--- src/rtl/match_pkg.sv ---
// Shared types and constants for the nine-round match controller.
package match_pkg;

  typedef enum logic [1:0] {
    ST_IDLE  = 2'd0,
    ST_PLAY  = 2'd1,
    ST_CHECK = 2'd2,
    ST_DONE  = 2'd3
  } state_e;

  localparam logic [1:0] RES_DRAW = 2'b00;
  localparam logic [1:0] RES_WIN  = 2'b01;
  localparam logic [1:0] RES_LOSE = 2'b10;
  localparam logic [1:0] RES_BAD  = 2'b11;

  localparam logic [1:0] WIN_PLAYER = 2'b10;
  localparam logic [1:0] WIN_OPP    = 2'b01;
  localparam logic [1:0] WIN_TIE    = 2'b00;

  localparam int MAX_ROUNDS_DEFAULT = 9;

endpackage

--- src/rtl/match_controller_if.sv ---
// Round-result handshake between the game datapath and the match controller.
interface match_controller_if;
  logic       result_valid;
  logic [1:0] result;
  logic       result_ready;

  modport master (output result_valid, output result, input  result_ready);
  modport slave  (input  result_valid, input  result, output result_ready);
endinterface

--- src/rtl/match_finish_check.sv ---
// Combinational early-finish and winner evaluation on the registered counters.
module match_finish_check
  import match_pkg::*;
#(
  parameter int MAX_ROUNDS = MAX_ROUNDS_DEFAULT
) (
  input  logic [3:0] i_round,
  input  logic [3:0] i_win,
  input  logic [3:0] i_lose,
  output logic       o_fin_cond,
  output logic [1:0] o_winner_code
);

  // Sums are 5 bits wide so win/lose plus remaining rounds can never wrap.
  logic [4:0] w_remaining;
  logic [4:0] w_win;
  logic [4:0] w_lose;

  assign w_remaining = 5'(MAX_ROUNDS) - {1'b0, i_round};
  assign w_win       = {1'b0, i_win};
  assign w_lose      = {1'b0, i_lose};

  // Match is decided when one side can no longer be caught or all rounds are played.
  always_comb begin
    o_fin_cond    = (w_win > w_lose + w_remaining) ||
                    (w_lose > w_win + w_remaining) ||
                    (i_round == 4'(MAX_ROUNDS));
    o_winner_code = WIN_TIE;
    if (w_win > w_lose)      o_winner_code = WIN_PLAYER;
    else if (w_lose > w_win) o_winner_code = WIN_OPP;
  end

endmodule

--- src/rtl/match_controller.sv ---
// Match FSM: accepts round results, keeps round/win/lose counters, enforces the
// per-round timeout and holds the final outcome until the next start.
module match_controller
  import match_pkg::*;
#(
  parameter int MAX_ROUNDS     = MAX_ROUNDS_DEFAULT,
  parameter int TIMEOUT_CYCLES = 16
) (
  input  logic                     clk,
  input  logic                     reset_n,
  input  logic                     start,
  match_controller_if.slave        res_if,
  output logic [3:0]               round,
  output logic [3:0]               win,
  output logic [3:0]               lose,
  output logic                     fin,
  output logic [1:0]               winner,
  output logic                     timeout,
  output logic                     err
);

  localparam logic [1:0] S_IDLE  = ST_IDLE;
  localparam logic [1:0] S_PLAY  = ST_PLAY;
  localparam logic [1:0] S_CHECK = ST_CHECK;
  localparam logic [1:0] S_DONE  = ST_DONE;

  localparam int            TW   = (TIMEOUT_CYCLES > 2) ? $clog2(TIMEOUT_CYCLES) : 1;
  localparam logic [TW-1:0] TMAX = TW'(TIMEOUT_CYCLES - 1);

  logic [1:0]    r_state;
  logic [TW-1:0] r_timer;
  logic [3:0]    r_round;
  logic [3:0]    r_win;
  logic [3:0]    r_lose;
  logic [1:0]    r_winner;
  logic          r_timeout;
  logic          r_err;

  logic       w_play;
  logic       w_start;
  logic       w_hs;
  logic       w_bad;
  logic       w_tmo;
  logic       w_score;
  logic       w_add_win;
  logic       w_add_lose;
  logic       w_fin_cond;
  logic [1:0] w_winner_code;

  assign w_play     = (r_state == S_PLAY);
  assign w_start    = start && ((r_state == S_IDLE) || (r_state == S_DONE));
  assign w_hs       = w_play && res_if.result_valid;
  assign w_bad      = w_hs && (res_if.result == RES_BAD);
  // A handshake in the final timer cycle wins over the timeout.
  assign w_tmo      = w_play && !res_if.result_valid && (r_timer == TMAX);
  assign w_score    = (w_hs && !w_bad) || w_tmo;
  assign w_add_win  = w_hs && (res_if.result == RES_WIN);
  assign w_add_lose = (w_hs && (res_if.result == RES_LOSE)) || w_tmo;

  match_finish_check #(.MAX_ROUNDS(MAX_ROUNDS)) u_finish (
    .i_round       (r_round),
    .i_win         (r_win),
    .i_lose        (r_lose),
    .o_fin_cond    (w_fin_cond),
    .o_winner_code (w_winner_code)
  );

  // State transitions and the per-round PLAY timer (restarted on entry and on an invalid code).
  always_ff @(posedge clk or negedge reset_n) begin
    if (!reset_n) begin
      r_state <= S_IDLE;
      r_timer <= '0;
    end else begin
      r_timer <= (w_play && !w_hs && !w_tmo) ? r_timer + TW'(1) : '0;
      case (r_state)
        S_IDLE, S_DONE: if (w_start) r_state <= S_PLAY;
        S_PLAY:         if (w_score) r_state <= S_CHECK;
        S_CHECK:        r_state <= w_fin_cond ? S_DONE : S_PLAY;
        default:        r_state <= S_IDLE;
      endcase
    end
  end

  // Round/win/lose counters and the latched winner, cleared on every match start.
  always_ff @(posedge clk or negedge reset_n) begin
    if (!reset_n) begin
      r_round  <= '0;
      r_win    <= '0;
      r_lose   <= '0;
      r_winner <= WIN_TIE;
    end else if (w_start) begin
      r_round  <= '0;
      r_win    <= '0;
      r_lose   <= '0;
      r_winner <= WIN_TIE;
    end else begin
      if (w_score)    r_round <= r_round + 4'd1;
      if (w_add_win)  r_win   <= r_win + 4'd1;
      if (w_add_lose) r_lose  <= r_lose + 4'd1;
      if ((r_state == S_CHECK) && w_fin_cond) r_winner <= w_winner_code;
    end
  end

  // Single-cycle timeout and invalid-code pulses.
  always_ff @(posedge clk or negedge reset_n) begin
    if (!reset_n) begin
      r_timeout <= 1'b0;
      r_err     <= 1'b0;
    end else begin
      r_timeout <= w_tmo;
      r_err     <= w_bad;
    end
  end

  assign res_if.result_ready = w_play;
  assign round   = r_round;
  assign win     = r_win;
  assign lose    = r_lose;
  assign fin     = (r_state == S_DONE);
  assign winner  = fin ? r_winner : WIN_TIE;
  assign timeout = r_timeout;
  assign err     = r_err;

endmodule

--- src/flat_wrapper.sv ---
// flat-port wrapper written by rule: the top's interface ports become plain ports
module match_controller_flat import match_pkg::*;
#(
  parameter int MAX_ROUNDS     = MAX_ROUNDS_DEFAULT,
  parameter int TIMEOUT_CYCLES = 16
)
  (clk, reset_n, start, round, win, lose, fin, winner, timeout, err, res_if_result_valid, res_if_result, res_if_result_ready);
  match_controller_if res_if_i ();
  input  logic clk;
  input  logic reset_n;
  input  logic start;
  output logic [3:0] round;
  output logic [3:0] win;
  output logic [3:0] lose;
  output logic fin;
  output logic [1:0] winner;
  output logic timeout;
  output logic err;
  input wire logic [$bits(res_if_i.result_valid)-1:0] res_if_result_valid;
  input wire logic [$bits(res_if_i.result)-1:0] res_if_result;
  output wire logic [$bits(res_if_i.result_ready)-1:0] res_if_result_ready;
  assign res_if_i.result_valid = res_if_result_valid;
  assign res_if_i.result = res_if_result;
  assign res_if_result_ready = res_if_i.result_ready;
  match_controller #(.MAX_ROUNDS(MAX_ROUNDS), .TIMEOUT_CYCLES(TIMEOUT_CYCLES)) u_core (.clk(clk), .reset_n(reset_n), .start(start), .res_if(res_if_i), .round(round), .win(win), .lose(lose), .fin(fin), .winner(winner), .timeout(timeout), .err(err));
endmodule
--- config.mk ---
export PLATFORM = sky130hd
export DESIGN_NAME = match_controller_flat
export DESIGN_NICKNAME = d
export VERILOG_FILES = /design/src/rtl/match_pkg.sv /design/src/rtl/match_controller_if.sv /design/src/rtl/match_finish_check.sv /design/src/rtl/match_controller.sv /design/src/flat_wrapper.sv
export SDC_FILE = /design/constraint.sdc
export NUM_CORES = 1
export LEC_CHECK = 0
export ABC_AREA = 0
export BUFFER_PORTS_ARGS = -buffer_cell sky130_fd_sc_hd__buf_2
export CORE_AREA = 2 2 73 75
export CTS_BUF_LIST = sky130_fd_sc_hd__clkbuf_8
export CTS_CLUSTER_DIAMETER = 40
export DETAILED_ROUTE_END_ITERATION = 12
export DIE_AREA = 0 0 75 77
export PLACE_DENSITY = 0.52
export REMOVE_ABC_BUFFERS = 1
export SYNTH_ARGS = -nofsm -noshare
export SYNTH_HDL_FRONTEND = slang
export SYNTH_HIERARCHICAL = 1
export SYNTH_SLANG_ARGS = --single-unit
--- constraint.sdc ---
create_clock -name clk -period 4.35 [get_ports clk]
set_input_delay 0.87 -clock clk [delete_from_list [all_inputs] [get_ports clk]]
set_output_delay 0.87 -clock clk [all_outputs]
set_load 0.05 [all_outputs]
==> results of run 1 <==
-- logic make-up after synthesis --
logic type	after synthesis	share of synthesized area, %
AND/OR/NAND/NOR	58	17.0
AO/OA/AOI/OAI	34	15.0
adder cells (fa/ha/maj)	31	23.8
flip-flops	22	32.6
buffers and inverters	17	3.77
XOR/XNOR	13	6.74
multiplexers	2	1.18
-- power by group through the flow --
stage,combinational [µW],sequential (µW),clock [µW]
after floorplan,445,385,0
after global placement,668,323,0
after detailed placement,671,323,0
after CTS,676,319,154
after global routing,762,327,162
final,670,317,147
-- through the flow --
| stage | hold slack (ns) | setup slack, ns | util [%] | cells |
|---|---|---|---|---|
| 6_report | 0.460 | 1.14 | 39.0 | 272 |
| 5_1_grt | 0.498 | 0.894 | 39.0 | 272 |
| 4_1_cts | 0.464 | 1.14 | 39.0 | 272 |
| 3_5_place_dp | 0.451 | 1.18 | 37.9 | 268 |
| 3_3_place_gp | 0.452 | 1.26 | 37.9 | 268 |
| 2_1_floorplan | 0.431 | 1.08 | - | 175 |
-- cell type report --
type	instances	area [µm²]	share of cell area, %
repair buffers	23	115	5.93
inverters	15	56.3	2.90
clock buffers	4	55.1	2.84
multi-input cells	138	1080	55.4
well taps	70	87.6	4.51
flip-flops and latches	22	551	28.4
-- registers in the layout, summed over array words and instances (netlist names) --
register,count
u_core/r_timer,4
u_core/err,1
u_core/r_state,2
u_core/round,4
u_core/r_winner,2
u_core/win,4
u_core/lose,4
u_core/timeout,1
-- how the worst max path moves through the flow --
stage	start	end	slack [ns]	cells past startpoint
floorplan	u_core/round[1]$_DFFE_PN0P_	u_core/r_state[1]$_DFFE_PN0P_	1.08	13
global placement	u_core/round[1]$_DFFE_PN0P_	u_core/r_state[1]$_DFFE_PN0P_	1.26	13
detailed placement	u_core/round[1]$_DFFE_PN0P_	u_core/r_state[1]$_DFFE_PN0P_	1.18	13
CTS	u_core/round[1]$_DFFE_PN0P_	u_core/r_state[1]$_DFFE_PN0P_	1.14	13
global route	u_core/round[1]$_DFFE_PN0P_	u_core/r_state[1]$_DFFE_PN0P_	0.89	13
finish	u_core/round[1]$_DFFE_PN0P_	u_core/r_state[1]$_DFFE_PN0P_	1.14	13
-- critical path, delay by kind of cell (launching register included) --
family / cells / cell delay, ns
buffers and inverters: 1 / 0.09
XOR/XNOR: 1 / 0.17
AO/OA/AOI/OAI: 5 / 0.90
adder cells (fa/ha/maj): 4 / 1.15
flip-flops: 1 / 0.63
AND/OR/NAND/NOR: 2 / 0.15
-- layer usage --
layer,up-vias,part of all wire [%]
met5,-,0
met4,0,0.53
met3,2,2.6
met2,19,47
met1,625,50
li1,670,-
-- placed cells by master, fill, tap and decap left out, types with 3 or more instances in the layout --
master | netlist | final
and2_1 | 4 | 4
o21ai_0 | 4 | 4
nand3_1 | 8 | 8
dfrtp_1 | 22 | 22
a21o_1 | 4 | 4
nand2_1 | 15 | 15
ha_1 | 29 | 29
a21oi_1 | 13 | 13
nand4_1 | 5 | 5
buf_2 | 0 | 23
nand2b_1 | 4 | 4
inv_1 | 15 | 15
nor2b_1 | 3 | 3
nor2_1 | 14 | 14
xor2_1 | 5 | 5
clkbuf_8 | 0 | 4
xnor2_1 | 8 | 8
==> results.yml, run 1 <==
detailed_routing:
  ant_nets: 0
  routed_wl_um: 3600
  vias: 1316
  drt_first_pass_iters: 4
  drc_errors: 0
  routedWlPerCell_um: 13.2
  viasPerCell: 4.84
  first_iter_violations: 51
floorplan:
  coreArea_um2: 4980
  start_util_pct: 34.0
  die_x_um: 75
  die_h_um: 77
  dieArea_um2: 5780
  placementRows: 26
  io_pins: 24
clock_network:
  clk_latency_ns: 0.26
  path_clk_slew_ns: 0.08
  postCtsHoldBufs: 0
  htreeDepth: 1
  cts_buffers: 3
  cts_tree: "done"
  cts_setup_buffers: 0
  ctsRootBufferMaster: "clkbuf_8"
  cts.sinks: 22
  cts_resized: 0
  clockBufferDepth: 2
synthesis:
  synthArstFlopShare_pct: 100
  synth_edf_count: 0
  yosysUniqueCellTypes: 33
  yosys-top-cells-area: "dfrtp_1 33%, ha_1 21%, xnor2_1 4.1%"
  ys.flop_type: "dfrtp_1"
  synth_top_area_share_pct: 32.6
  synthCells: 177
  syn_avg_cell_area_um2: 9.55
  synth-seq-cells: 22
  synth_common_cells: "29 x ha_1, 22 x dfrtp_1, 15 x inv_1, 15 x nand2_1, 14 x nor2_1"
  yosysSeqAreaShare_pct: 32.6
  synth.most_common_cell: "ha_1"
  syn_area_um2: 1690
  yosys.area.top_type: "dfrtp_1"
  ys.warnings.count: 6
global_route:
  grt_use_met3_pct: 1.58
  grt_overflow: 0
  antenna_found_initial: 0
  grt_pass1_wl_um: 6260
  grt-busiest-layer: "met2"
  met1_usage_pct: 20.5
  grt.total_usage_pct: 13.9
  grt_pass1_vias: 1321
  grt_max_degree: 23
  use_met2_pct: 21.4
cells_and_area:
  n_fill_cell: 536
  n_antenna_cell: 0
  design_area_um2: 1940
  final_layout_size_suffix_gt1_share_pct: 16.3
  fin_nets: 240
  syn2layout_area_growth_pct: 14.8
critical_path:
  crit_path_end_kind: "flip-flop"
  crit_type: "flip-flop to flip-flop"
  r2r-start: "u_core/round[1]$_DFFE_PN0P_"
  cpMostUsedCell: "ha_1"
  cp.arrival_ns: 3.36
  path_max_fanout: 10
  crit_chain: "inv_1 -> ha_1 -> ha_1 -> ha_1 -> xor2_1 -> ha_1 -> a21oi_1 -> nand3_1 -> a32oi_1 -> o21ai_1 -> a21oi_1 -> nor2_1 -> a32o_1"
  slowest_stage: "dfrtp_1"
  regToRegEndpoint: "u_core/r_state[1]$_DFFE_PN0P_"
  worst-r2r-setup-slack_ns: 1.14
  cp.required_ns: 4.50
  start_kind: "flip-flop"
  r2r_cells: 13
  slowest_delay_ns: 0.63
pwr:
  internal_power_uw: 571
  clockPowerShare_pct: 13.0
  leakage_uw: 0.000998
  ir_drop_uv: 292
  p_sw_share_pct: 49.7
  p_comb_share_pct: 59.1
  pwr_density_cell_nw_per_um2: 585
  power.total_uw: 1130
  power_switching_uw: 564
  seqPwrFrac_pct: 28.0
timing:
  fin_crit_sh_pct: 73.7
  slew_viol_final: 0
  max_freq_mhz: 312
  rsz0062_at_grt: "false"
  slew_headroom_pct: 66.6
  finalSetupViolCount: 0
  hold_viol_final: 0
  period_minus_slack_ns: 3.21
  clock_skew_ns: 0.00241
  finalSetupTns_ns: 0
  worst_pin_slew_ns: 0.502
hold_path:
  holdPathEnd: "u_core/r_timer[0]$_DFF_PN0_"
  min_path_type: "flip-flop to flip-flop"
  min_from: "u_core/r_timer[0]$_DFF_PN0_"
  holdPathStages: 1
place:
  port_buffers: 23
  post-dp-hpwl_um: 2860
  placed_cell_area_um2: 1890
  gp_congestion: 0.773
run_status:
  status: "finished, final reports clean"
job:
  drv_cap: 0
(Power assumes the default switching activity.)
==> run 2, diff against run 1 <==
- ABC_AREA: 0 -> 1
- CORE_AREA: 2 2 73 75 -> 2 2 77 79
- DIE_AREA: 0 0 75 77 -> 0 0 79 81
- PLACE_DENSITY: 0.52 -> 0.53
- clock period: 4.35 -> 2.65 ns (I/O delays scaled with it)
==> run 2 against run 1 <==
  * Non-clock buffer count rose by 13
  * Largest cell class unchanged
  * Cell area increased by 18%
  * Fmax increased by 30%
  * Largest power group unchanged
  * Critical path type unchanged
  * Synthesized cell count grew 40%
  * Sequential share of layout area fell by 4.4 points
  * First-iteration DRC count is 69% higher
==> results.yml, run 2 <==
detailed_routing:
  met1Wirelength_um: 2080
  top_layer_used: "met4"
  ant_nets: 0
  vias: 1677
  met2_length_um: 2100
  drc_errors: 0
  routed_wl_um: 4370
  routedWlPerCell_um: 12.1
  first_iter_violations: 86
  drt_first_pass_iters: 4
  met3WireLength_um: 138
  viasPerCell: 4.66
global_route:
  grt.total_usage_pct: 14.8
  grt_overflow: 0
  grt_pass1_vias: 1565
  antenna_found_initial: 0
  grt_pass1_wl_um: 7410
  grt_max_degree: 24
timing:
  period_minus_slack_ns: 2.46
  slew_viol_final: 0
  clock_skew_ns: 0.00659
  hold_viol_final: 0
  max_freq_mhz: 407
  finalSetupTns_ns: 0
  finalSetupViolCount: 0
  worst_pin_slew_ns: 0.534
  slew_headroom_pct: 64.4
  fin_crit_sh_pct: 92.8
  fin_ws_ns: 0.192
floorplan:
  io_pins: 24
  placementRows: 28
  coreArea_um2: 5680
  start_util_pct: 33.0
  dieArea_um2: 6400
  die_x_um: 79
  die_h_um: 81
clock_network:
  clk_latency_ns: 0.27
  cts_setup_buffers: 0
  htreeDepth: 1
  clockBufferDepth: 2
  cts_buffers: 3
  cts.sinks: 22
  ctsRootBufferMaster: "clkbuf_8"
  path_clk_slew_ns: 0.09
  cts_tree: "done"
run_status:
  status: "finished, final reports clean"
synthesis:
  ys.flop_type: "dfrtp_1"
  synth-seq-cells: 22
  synth_common_cells: "66 x nand2_1, 38 x inv_1, 29 x ha_1"
  yosys.area.top_type: "dfrtp_1"
  synthArstFlopShare_pct: 100
  yosysSeqAreaShare_pct: 29.4
  synth.most_common_cell: "nand2_1"
  synthCells: 248
  syn_avg_cell_area_um2: 7.55
  yosys-top-cells-area: "dfrtp_1 29%, ha_1 19%, nand2_1 13%"
  yosysUniqueCellTypes: 23
  syn_area_um2: 1870
  ys.warnings.count: 6
  synth_edf_count: 0
  synth_top_area_share_pct: 29.4
cells_and_area:
  n_fill_cell: 602
  syn2layout_area_growth_pct: 22.5
  final_common_cell: "nand2_1"
  final_cell_mix: "63 x nand2_1, 35 x inv_1, 25 x ha_1"
  final_layout_size_suffix_gt1_share_pct: 23.2
  instances_no_fill: 360
  n_antenna_cell: 0
  fin_nets: 323
critical_path:
  start_kind: "flip-flop"
  cp.required_ns: 2.85
  crit_type: "flip-flop to flip-flop"
  crit_path_end_kind: "flip-flop"
  path_max_fanout: 4
  cp.arrival_ns: 2.66
hold_path:
  min_path_type: "primary input to asynchronous set/reset pin"
place:
  post-dp-hpwl_um: 3320
  place_ws_ns: 0.0265
  gp_congestion: 0.774
  dp.cells: 356
  port_buffers: 23
pwr:
  leakage_uw: 0.00134
  pwr_density_cell_nw_per_um2: 896
  ir_drop_uv: 495
job:
  drv_cap: 0
## run 2: repair_timing
action / 4_1_cts / 5_1_grt
hold buffers: 0 / 0
hold endpoints to repair: 0 / 0
setup endpoints to repair: 0 / 3
resized for setup: 0 / 13
## run 2: per-stage QoR
step | util [%] | hold WS, ns | cell area, µm² | power, µW
3_5_place_dp | 38.0 | 0.451 | 2160 | 1680
5_1_grt | 40.4 | 0.262 | 2290 | 2270
2_1_floorplan | - | 0.234 | 1850 | 1350
6_report | 40.4 | 0.223 | 2290 | 2060
3_3_place_gp | 38.0 | 0.450 | 2160 | 1670
4_1_cts | 39.2 | 0.239 | 2230 | 2010
## run 2: kinds of logic after synthesis
logic type / after synthesis / synth area share (%)
compound gates: 8 / 2.40
xor+xnor: 9 / 4.21
fa+ha+maj: 31 / 21.5
buf+inv: 43 / 9.29
flops: 22 / 29.4
simple gates: 135 / 33.2
## run 2: report_power, final
group          leakage [µW]  switching [µW]  internal [µW]  total [µW]
Clock             0.0000357             123            202         325
Sequential         0.000298            53.9            405         458
Combinational       0.00100             810            464        1270
## run 2: worst paths after layout
| kind | from | endpoint | slack, ns | cells after the start |
|---|---|---|---|---|
| max | u_core/round[2]$_DFFE_PN0P_ | u_core/r_state[1]$_DFFE_PN0P_ | 0.19 | 17 |
| min | reset_n | u_core/lose[2]$_DFFE_PN0P_ | 0.22 | 1 |
| max reg2reg | u_core/round[2]$_DFFE_PN0P_ | u_core/r_state[1]$_DFFE_PN0P_ | 0.19 | 17 |
| min reg2reg | u_core/r_timer[0]$_DFF_PN0_ | u_core/r_timer[0]$_DFF_PN0_ | 0.46 | 1 |
| max in group asynchronous | reset_n | u_core/lose[0]$_DFFE_PN0P_ | 2.06 | 1 |
| min in group clk | u_core/r_timer[0]$_DFF_PN0_ | u_core/r_timer[0]$_DFF_PN0_ | 0.46 | 1 |
## run 2: critical path, cell delays in order (launching register included)
cell and delay (ns):
dfrtp_1 0.37, inv_2 0.05, ha_4 0.29, ha_4 0.21, nand3_1 0.10, nand3_2 0.07, xor2_1 0.17, ha_1 0.33
nand2_2 0.07, nor2_1 0.08, nor2_1 0.05, a21oi_1 0.12, nand2_1 0.08, nand3_2 0.09, nand2_2 0.08, nand2_1 0.06
nand2_1 0.04, o21ai_1 0.12
## run 2: cell type report
class                   count  area (µm²)  area share, %
flip-flops and latches     22         551           24.0
well taps                  75        93.8           4.09
multi-input cells         183        1220           53.0
repair buffers             36         213           9.27
clock buffers               3        41.3           1.80
clock inverters             1        30.0           1.31
inverters                  40         150           6.54
## run 2: routing by layer
metal	track usage (%)	vias to the layer above
met5	0	-
met4	4.66	0
met3	2.00	8
li1	-	872
met2	24.7	32
met1	19.8	765
